### config.mk
export PLATFORM = sky130hd
export DESIGN_NAME = fp_sub
export DESIGN_NICKNAME = d
export VERILOG_FILES = /design/src/rtl/fp_sub.sv
export SDC_FILE = /design/constraint.sdc
export NUM_CORES = 1
export LEC_CHECK = 0
export ABC_CLOCK_PERIOD_IN_PS = 6500
export CORE_MARGIN = 3
export CORE_UTILIZATION = 55
export DETAILED_ROUTE_END_ITERATION = 12
export PLACE_DENSITY = 0.78
export SLEW_MARGIN = 30
export SYNTH_ARGS = -nofsm -noshare
export SYNTH_HDL_FRONTEND = slang
export SYNTH_SLANG_ARGS = --single-unit
export TNS_END_PERCENT = 50
### constraint.sdc
create_clock -name clk -period 6.5 [get_ports clk]
set_input_delay 1.3 -clock clk [delete_from_list [all_inputs] [get_ports clk]]
set_output_delay 1.3 -clock clk [all_outputs]
set_load 0.005 [all_outputs]
### src/rtl/fp_sub.sv
// fp_sub: pipelined fp32 subtractor diff = a - b, round-toward-zero, subnormals flushed to zero.
// Define FP_SUB_SPECIAL_EN to decode exp==255 inputs as NaN/infinity; otherwise they are ordinary finite values.
module fp_sub #(
    parameter int ALIGN_W = 27,
    parameter int LAT     = 4
) (
    input  logic        clk,
    input  logic        rst,
    input  logic        in_valid,
    output logic        in_ready,
    input  logic [31:0] a,
    input  logic [31:0] b,
    output logic        out_valid,
    input  logic        out_ready,
    output logic [31:0] diff
);
    logic               w_adv;
    logic [LAT:0]       r_vld;
    logic               w_za, w_zb, w_sbe, w_swap;
    logic [30:0]        w_ka, w_kb;
    logic [23:0]        w_ma, w_mb;
    logic               w_spc;
    logic [31:0]        w_sval;
    logic               r_s1_sx, r_s1_eff, r_s1_spc;
    logic [7:0]         r_s1_ex, r_s1_ey;
    logic [23:0]        r_s1_mx, r_s1_my;
    logic [31:0]        r_s1_sv;
    logic [7:0]         w_d;
    logic [ALIGN_W-1:0] w_yx, w_ysh, w_yal;
    logic               w_ylost;
    logic               r_s2_sx, r_s2_eff, r_s2_spc;
    logic [7:0]         r_s2_ex;
    logic [ALIGN_W-1:0] r_s2_mx, r_s2_my;
    logic [31:0]        r_s2_sv;
    logic               r_s3_sx, r_s3_eff, r_s3_spc;
    logic [7:0]         r_s3_ex;
    logic [ALIGN_W:0]   r_s3_mag;
    logic [31:0]        r_s3_sv;
    logic [4:0]         w_lz;
    logic               w_cy, w_mz;
    logic [9:0]         w_e;
    logic [22:0]        w_frac;
    logic               r_s4_sign, r_s4_zero, r_s4_sat, r_s4_spc;
    logic [7:0]         r_s4_e;
    logic [22:0]        r_s4_frac;
    logic [31:0]        r_s4_sv;

    // The whole pipeline moves unless a finished result is waiting on the consumer.
    assign w_adv     = !(out_valid && !out_ready);
    assign in_ready  = w_adv;
    assign out_valid = r_vld[LAT];

    // Decode: flush subnormals, negate b, order operands so X has the larger magnitude.
    assign w_za   = a[30:23] == 8'd0;
    assign w_zb   = b[30:23] == 8'd0;
    assign w_ka   = w_za ? 31'd0 : a[30:0];
    assign w_kb   = w_zb ? 31'd0 : b[30:0];
    assign w_ma   = w_za ? 24'd0 : {1'b1, a[22:0]};
    assign w_mb   = w_zb ? 24'd0 : {1'b1, b[22:0]};
    assign w_sbe  = ~b[31];
    assign w_swap = w_kb > w_ka;

`ifdef FP_SUB_SPECIAL_EN
    logic w_nan, w_ia, w_ib;
    assign w_nan  = (&a[30:23] && |a[22:0]) || (&b[30:23] && |b[22:0]);
    assign w_ia   = &a[30:23] && ~|a[22:0];
    assign w_ib   = &b[30:23] && ~|b[22:0];
    assign w_spc  = &a[30:23] || &b[30:23];
    assign w_sval = (w_nan || (w_ia && w_ib && (a[31] ^ w_sbe))) ? 32'h7FC00000 :
                    w_ia ? {a[31], 31'h7F800000} : {w_sbe, 31'h7F800000};
`else
    assign w_spc  = 1'b0;
    assign w_sval = 32'd0;
`endif

    // Stage valid bits; reset drops every in-flight item.
    always_ff @(posedge clk) begin
        if (rst)
            r_vld <= '0;
        else if (w_adv)
            r_vld <= {r_vld[LAT-1:0], in_valid};
    end

    // S1: register the ordered operands and the effective operation.
    always_ff @(posedge clk) begin
        if (w_adv) begin
            r_s1_sx  <= w_swap ? w_sbe : a[31];
            r_s1_eff <= a[31] ^ w_sbe;
            r_s1_ex  <= w_swap ? b[30:23] : a[30:23];
            r_s1_ey  <= w_swap ? a[30:23] : b[30:23];
            r_s1_mx  <= w_swap ? w_mb : w_ma;
            r_s1_my  <= w_swap ? w_ma : w_mb;
            r_s1_spc <= w_spc;
            r_s1_sv  <= w_sval;
        end
    end

    // Align Y to X; bits shifted past the sticky position are OR-ed into it.
    assign w_d     = r_s1_ex - r_s1_ey;
    assign w_yx    = {r_s1_my, 3'b000};
    assign w_ysh   = w_yx >> w_d;
    assign w_ylost = |(w_yx & ~({ALIGN_W{1'b1}} << w_d));
    assign w_yal   = (w_d >= 8'd26) ? {{(ALIGN_W-1){1'b0}}, |r_s1_my} :
                     {w_ysh[ALIGN_W-1:1], w_ysh[0] | w_ylost};

    // S2: register the aligned significands.
    always_ff @(posedge clk) begin
        if (w_adv) begin
            r_s2_sx  <= r_s1_sx;
            r_s2_eff <= r_s1_eff;
            r_s2_ex  <= r_s1_ex;
            r_s2_mx  <= {r_s1_mx, 3'b000};
            r_s2_my  <= w_yal;
            r_s2_spc <= r_s1_spc;
            r_s2_sv  <= r_s1_sv;
        end
    end

    // S3: magnitude add or subtract; X >= Y keeps the difference non-negative.
    always_ff @(posedge clk) begin
        if (w_adv) begin
            r_s3_sx  <= r_s2_sx;
            r_s3_eff <= r_s2_eff;
            r_s3_ex  <= r_s2_ex;
            r_s3_mag <= r_s2_eff ? {1'b0, r_s2_mx} - {1'b0, r_s2_my} : {1'b0, r_s2_mx} + {1'b0, r_s2_my};
            r_s3_spc <= r_s2_spc;
            r_s3_sv  <= r_s2_sv;
        end
    end

    // Leading-zero count below the carry bit; the highest set bit wins.
    always_comb begin
        w_lz = 5'd27;
        for (int i = 0; i < ALIGN_W; i++)
            if (r_s3_mag[i]) w_lz = 5'(ALIGN_W - 1 - i);
    end

    // Normalise: a carry shifts right once, otherwise shift left by lz; G/R/S are truncated.
    assign w_cy   = r_s3_mag[ALIGN_W];
    assign w_mz   = r_s3_mag == '0;
    assign w_e    = w_cy ? {2'b00, r_s3_ex} + 10'd1 : {2'b00, r_s3_ex} - {5'd0, w_lz};
    assign w_frac = w_cy ? r_s3_mag[ALIGN_W-1:4] : 23'((r_s3_mag[ALIGN_W-2:0] << w_lz) >> 3);

    // S4: register normalised fields with underflow/overflow decisions.
    always_ff @(posedge clk) begin
        if (w_adv) begin
            r_s4_sign <= w_mz ? (r_s3_sx & ~r_s3_eff) : r_s3_sx;
            r_s4_zero <= w_mz || w_e[9] || (w_e == 10'd0);
            r_s4_sat  <= !w_e[9] && (w_e >= 10'd255);
            r_s4_e    <= w_e[7:0];
            r_s4_frac <= w_frac;
            r_s4_spc  <= r_s3_spc;
            r_s4_sv   <= r_s3_sv;
        end
    end

    // Output: pack the result, saturating to max finite as round-toward-zero requires.
    always_ff @(posedge clk) begin
        if (rst)
            diff <= 32'd0;
        else if (w_adv)
            diff <= r_s4_spc  ? r_s4_sv :
                    r_s4_zero ? {r_s4_sign, 31'd0} :
                    r_s4_sat  ? {r_s4_sign, 31'h7F7FFFFF} :
                    {r_s4_sign, r_s4_e, r_s4_frac};
    end
endmodule

After elaboration in Yosys (flattened, before gate mapping). Index checks and enable logic that the tools add are counted.

Memory bits (read-only): 0. Bits in writable memories: 0. Register bits: 236. Word-level logic and storage cells: 97. Output and inout bits: 34. Memories kept: 0. Bits in latches: 0.

Mux-type cells: 43. Reduce and logical (&&, ||, !) cells: 13. Magnitude comparators: 3. Bitwise gates (word level): 7. Eq/ne operators: 0. Add/sub/neg operators: 5. Multiply operators: 0. Div/mod/pow operators: 0. Shift operators: 3.

Operator list (count): $mux 5 (26); $mux 31 (4); $mux 24 (4); $gt 31x31->1 (1); $add 27x27->28 (1); $logic_not 28->1 (1); $mux 28 (1); $sub 27x27->28 (1); $and 27x27->27 (1); $not 27->27 (1); $reduce_or 27->1 (1); $shl 27x8->27 const A (1); $shr 27x8->27 (1); $shl 26x5->26 (1); $reduce_or 24->1 (1); $mux 23 (1); $logic_not 8->1 (2); $mux 8 (2); $ge 10x8->1 const B (1); $logic_not 10->1 (1); $mux 10 (1); $add 8x1->9 const B (1); $sub 8x5->9 (1); $ge 8x5->1 const B (1); 9 further kinds (17).

Logic depth before layout (Yosys ltp).
Depth in word-level cells: 31. Depth in mapped cells: 17. Depth with buffers taken out: 16.

Worst setup path before layout. No wires, ideal clock.

Path type: input-to-output. Start point: input out_ready. End point: output in_ready. Stages on the path: 4. Slack: -0.400 ns. Arrival: 5.600 ns. Cell sequence: nor2b_1 > clkbuf_1 > clkbuf_1 > inv_1.

Cells in the longest elaborated chain, start to end: 3.

Ends and longest elaborated chain: start, declared (RTL line 14) `input logic out_ready,`; $logic_not 1->1 (RTL line 49) `assign w_adv = !(out_valid && !out_ready);`; $logic_and 1x1->1 (RTL line 49); $logic_not 1->1 (RTL line 49); end, declared (RTL line 10) `output logic in_ready,`.

Every way passes these cells.

Final worst setup path.
Start point: input b[27]. End point: register r_s1_mx[3] (data pin).

Cells in the longest elaborated chain, start to end: 4. Elaborated cells between the ends (all ways): 5. Classes of those cells: order compare: 1; mux: 3; reduce/logical: 1.

Ends and longest elaborated chain: start, declared (RTL line 12) `input logic [31:0] b,`; $logic_not 8->1 (RTL line 55) `assign w_zb = b[30:23] == 8'd0;`; $mux 31 (RTL line 57) `assign w_kb = w_zb ? 31'd0 : b[30:0];`; $gt 31x31->1 (RTL line 61) `assign w_swap = w_kb > w_ka;`; $mux 24 (*) (RTL line 91) `r_s1_mx <= w_swap ? w_mb : w_ma;`; end signal, assigned (RTL line 91); end, declared (RTL line 26) `logic [23:0] r_s1_mx, r_s1_my;`.

Mark *: on every way between the ends. The rest lies on a longest branch, timed or not. A chain may end at the register's enable or synchronous reset.

==> metrics.md <==
| Metric | Value |
|---|---|
| Via count | 12,800 |
| I/O Buffers | 101 |
| Wirelength per Cell | 18.4 um |
| Routability-driven placement congestion ratio | 0.991 |
| First-pass GRT wire length | 61.2 mm |
| Max FO, Critical Path | 38 |
| Total Routing Usage GR | 24.2% |
| GRT Residual Overflow | 0 |
| Hold path depth | 0 |
| DRC marker count from the first detailed-route iteration | 1,337 |
| Synth area leaders | edfxtp_1 38%, ha_1 7.4%, mux2i_1 7.0% |
| Max-Cap Viols | 0 |
| Clock root buffer | clkbuf_16 |
| Met2 Use GR | 41.9% |
| Power density over the cells | 372 nW/um^2 |
| # resized after CTS | 0 |
| Hold crit path type | reg -> reg |
| Main flop type after synthesis | edfxtp_1 |
| Crit path DAT | 5.56 ns |
| H-Tree Depth | 1 |
| Critical path's slowest cell | a21oi_4 |
| Final worst slack | 1.30 ns |
| EDFF count, synth | 199 |
| Number of synthesized register bits | 236 |
| Pre-antenna DRT Iters | 5 |
| Crit end category | flop |
| Initial antenna violation count | 0 |
| Commonest non-fill, non-tap cell in the layout | edfxtp_1 |
| Final Max Slew Viols | 0 |
| Largest net degree at the start of global routing | 178 |
| Yosys cell types | 87 |
| Die Wd | 175 um |
| Share of the synthesized area in the top cell type | 37.8% |
| Setup repair bufs after CTS | 0 |
| CTS clk-pin slew, worst paths | 0.07 ns |
| Tmin final | 5.20 ns |
| Syn Area/Cell | 9.66 um^2 |
| Core Rows | 61 |
| Setup_tns | 0 ns |
| Antenna viol nets, final | 0 |
| Status | finished, final reports clean |
| Vias per cell | 6.10 |
| Die Ht | 175 um |
| Crit path launch type | input port |
| Most area-hungry cell type in the Yosys netlist | edfxtp_1 |
| Initial core utilization | 56.4% |
| NumNets Final | 1,860 |
| GR met3 Demand/Resource | 2.55% |
| Io pins | 102 |
| Placed cell area | 17,100 um^2 |
| Synth async-reset ratio | 0% |
| Required time of the critical path | 6.87 ns |
| Hold Fails Final Rpt | 0 |
| Die area | 30,800 um^2 |
| Slew of the pin with the lowest slew margin | 0.948 ns |
| Critical Path Most Common Cell | nand2_1 |
| Worst path cell trace | clkdlybuf4s50_1, nor4_1, nand2_1, buf_4, nand2_1, inv_1, ha_1, nand4_1, nor2_1, nand2_1, a221oi_1, o21ai_0, a21oi_4, buf_12, mux2i_1 |
| RSZ-0062 raised after global routing | false |
| Largest stage delay, worst path | 0.62 ns |
| Peak supply drop | 0.000179 V |
| Final HPWL DP | 28.8 mm |
| Layout cells sized above 1 | 8.10% |
| Leak | 7.35 nW |
| Worst-Skew Late Latency | 0.55 ns |
| Synth Net Count | 1,801 |
| Final setup viols | 0 |
| Antenna cells | 0 |
| Met1 Use GR | 31.5% |
| Final worst clock skew | 0.0371 ns |
| Slew headroom | 36.5% |
| Vias in the first global route | 12,000 |
| Most frequent cells in the layout | 199 x edfxtp_1, 167 x nor2_1, 157 x nand2_1 |
| Bufs on Longest Clock Path | 3 |
| # fillers | 2,270 |
| Post-CTS Hold Buffers | 0 |
| Syn Inst Count | 1,636 |
| R2R depth | 13 |
| Synth warn | 0 |
| Period utilisation layout | 80.0% |
| WS Path Type | in -> reg |
| Setup WS pre-CTS | 0.799 ns |
| # DRC | 0 |
| CTS buffer count | 26 |
| Final Cell Area | 18,000 um^2 |
| Most Crowded Layer GR | met2 |
| Area Growth Syn to Fin | 14.2% |
| CTS tree | done |
| Fmax | 192 MHz |
| Core area | 28,000 um^2 |
| Mapped cell area | 15,800 um^2 |
| Clock sinks | 236 |
| Routed WL | 38.6 mm |
| Fraction of the yosys area taken by sequential cells | 42.5% |
## power breakdown
part	leakage, nW	switching (mW)	internal, mW	total [mW]
logic	4.47	1.59	1.17	2.76
registers	2.44	0.331	2.08	2.41
clock network	0.437	0.616	0.915	1.53
total	7.35	2.54	4.17	6.71
## cell usage after synthesis, types with 10 or more instances
cell type and instances:
mux2i_1 110, nor2b_1 15, o21a_1 10, o21ai_0 67, o211ai_1 11, nor2_1 167, a22oi_1 10, nor3_1 57
ha_1 94, buf_1 11, inv_1 108, nand2_1 157, mux2_2 29, nand4_1 10, clkbuf_1 58, o31ai_1 13
a21o_1 24, nor4_1 24, buf_2 19, dfxtp_1 37, a21oi_1 130, mux4_2 13, nand2b_1 12, nand3_1 30
xnor2_1 25, xor2_1 15, a221oi_1 12, edfxtp_1 199, or3_1 11, a211oi_1 13, o22ai_1 10
## critical path: cells and delay by family
family / cells / cell delay (ns)
AO/OA/AOI/OAI: 3 / 1.17
adder cells (fa/ha/maj): 1 / 0.30
buffers and inverters: 4 / 1.19
multiplexers: 1 / 0.27
AND/OR/NAND/NOR: 6 / 1.31
## metrics by stage
stage                     hold WS [ns]  std cells  total power, mW  utilization, %
final                            0.420       2093             6.71            64.4
after CTS                        0.418       2092             6.68            64.3
after global placement           0.400       2042             5.10            61.0
after detailed placement         0.405       2044             5.14            61.1
after global routing             0.423       2093             7.08            64.4
after floorplan                  0.400       1636             4.32               -
## worst paths after layout
check | from | to | slack [ns]
setup / recovery | b[27] | r_s1_mx[3]$_DFFE_PN_ | 1.30
hold / removal | r_s2_ex[2]$_DFFE_PN_ | r_s3_ex[2]$_DFFE_PN_ | 0.42
setup reg to reg | r_s3_mag[9]$_DFFE_PN_ | r_s4_zero$_DFFE_PN_ | 1.85
hold reg to reg | r_s2_ex[2]$_DFFE_PN_ | r_s3_ex[2]$_DFFE_PN_ | 0.42
## logic make-up after synthesis
| kind of cell | Yosys count | synth area share [%] |
|---|---|---|
| DFF | 236 | 42.5 |
| xor gates and xnor gates | 41 | 2.32 |
| and+or+nand+nor | 517 | 15.0 |
| adders and majority gates | 97 | 7.83 |
| muxes | 154 | 11.1 |
| buffers and inverters | 206 | 5.24 |
| AOI/OAI and AO/OA | 385 | 16.0 |
## state kept, by name, indices dropped and copies added, names as in the netlist, 23 cells and up
register   flops
r_s2_my       27
r_s4_frac     23
r_s1_my       24
diff          32
r_s1_mx       24
r_s3_mag      28
r_s2_mx       24
## routing by layer
| metal | share of wire (%) | wire, um |
|---|---|---|
| met1 | 42 | 16400 |
| met2 | 49 | 18700 |
| met3 | 5.2 | 2010 |
| met4 | 3.8 | 1480 |
| met5 | 0 | 0 |
## final cells by class
class	count	area (um^2)	share of cell area, %
clock inverters	16	210	1.16
clock buffers	32	683	3.79
inverters	112	424	2.35
repair buffers	125	1250	6.91
well taps	378	473	2.62
flip-flops and latches	236	6720	37.2
multi-input cells	1194	8290	45.9
Power figures use the tool's default switching activity.
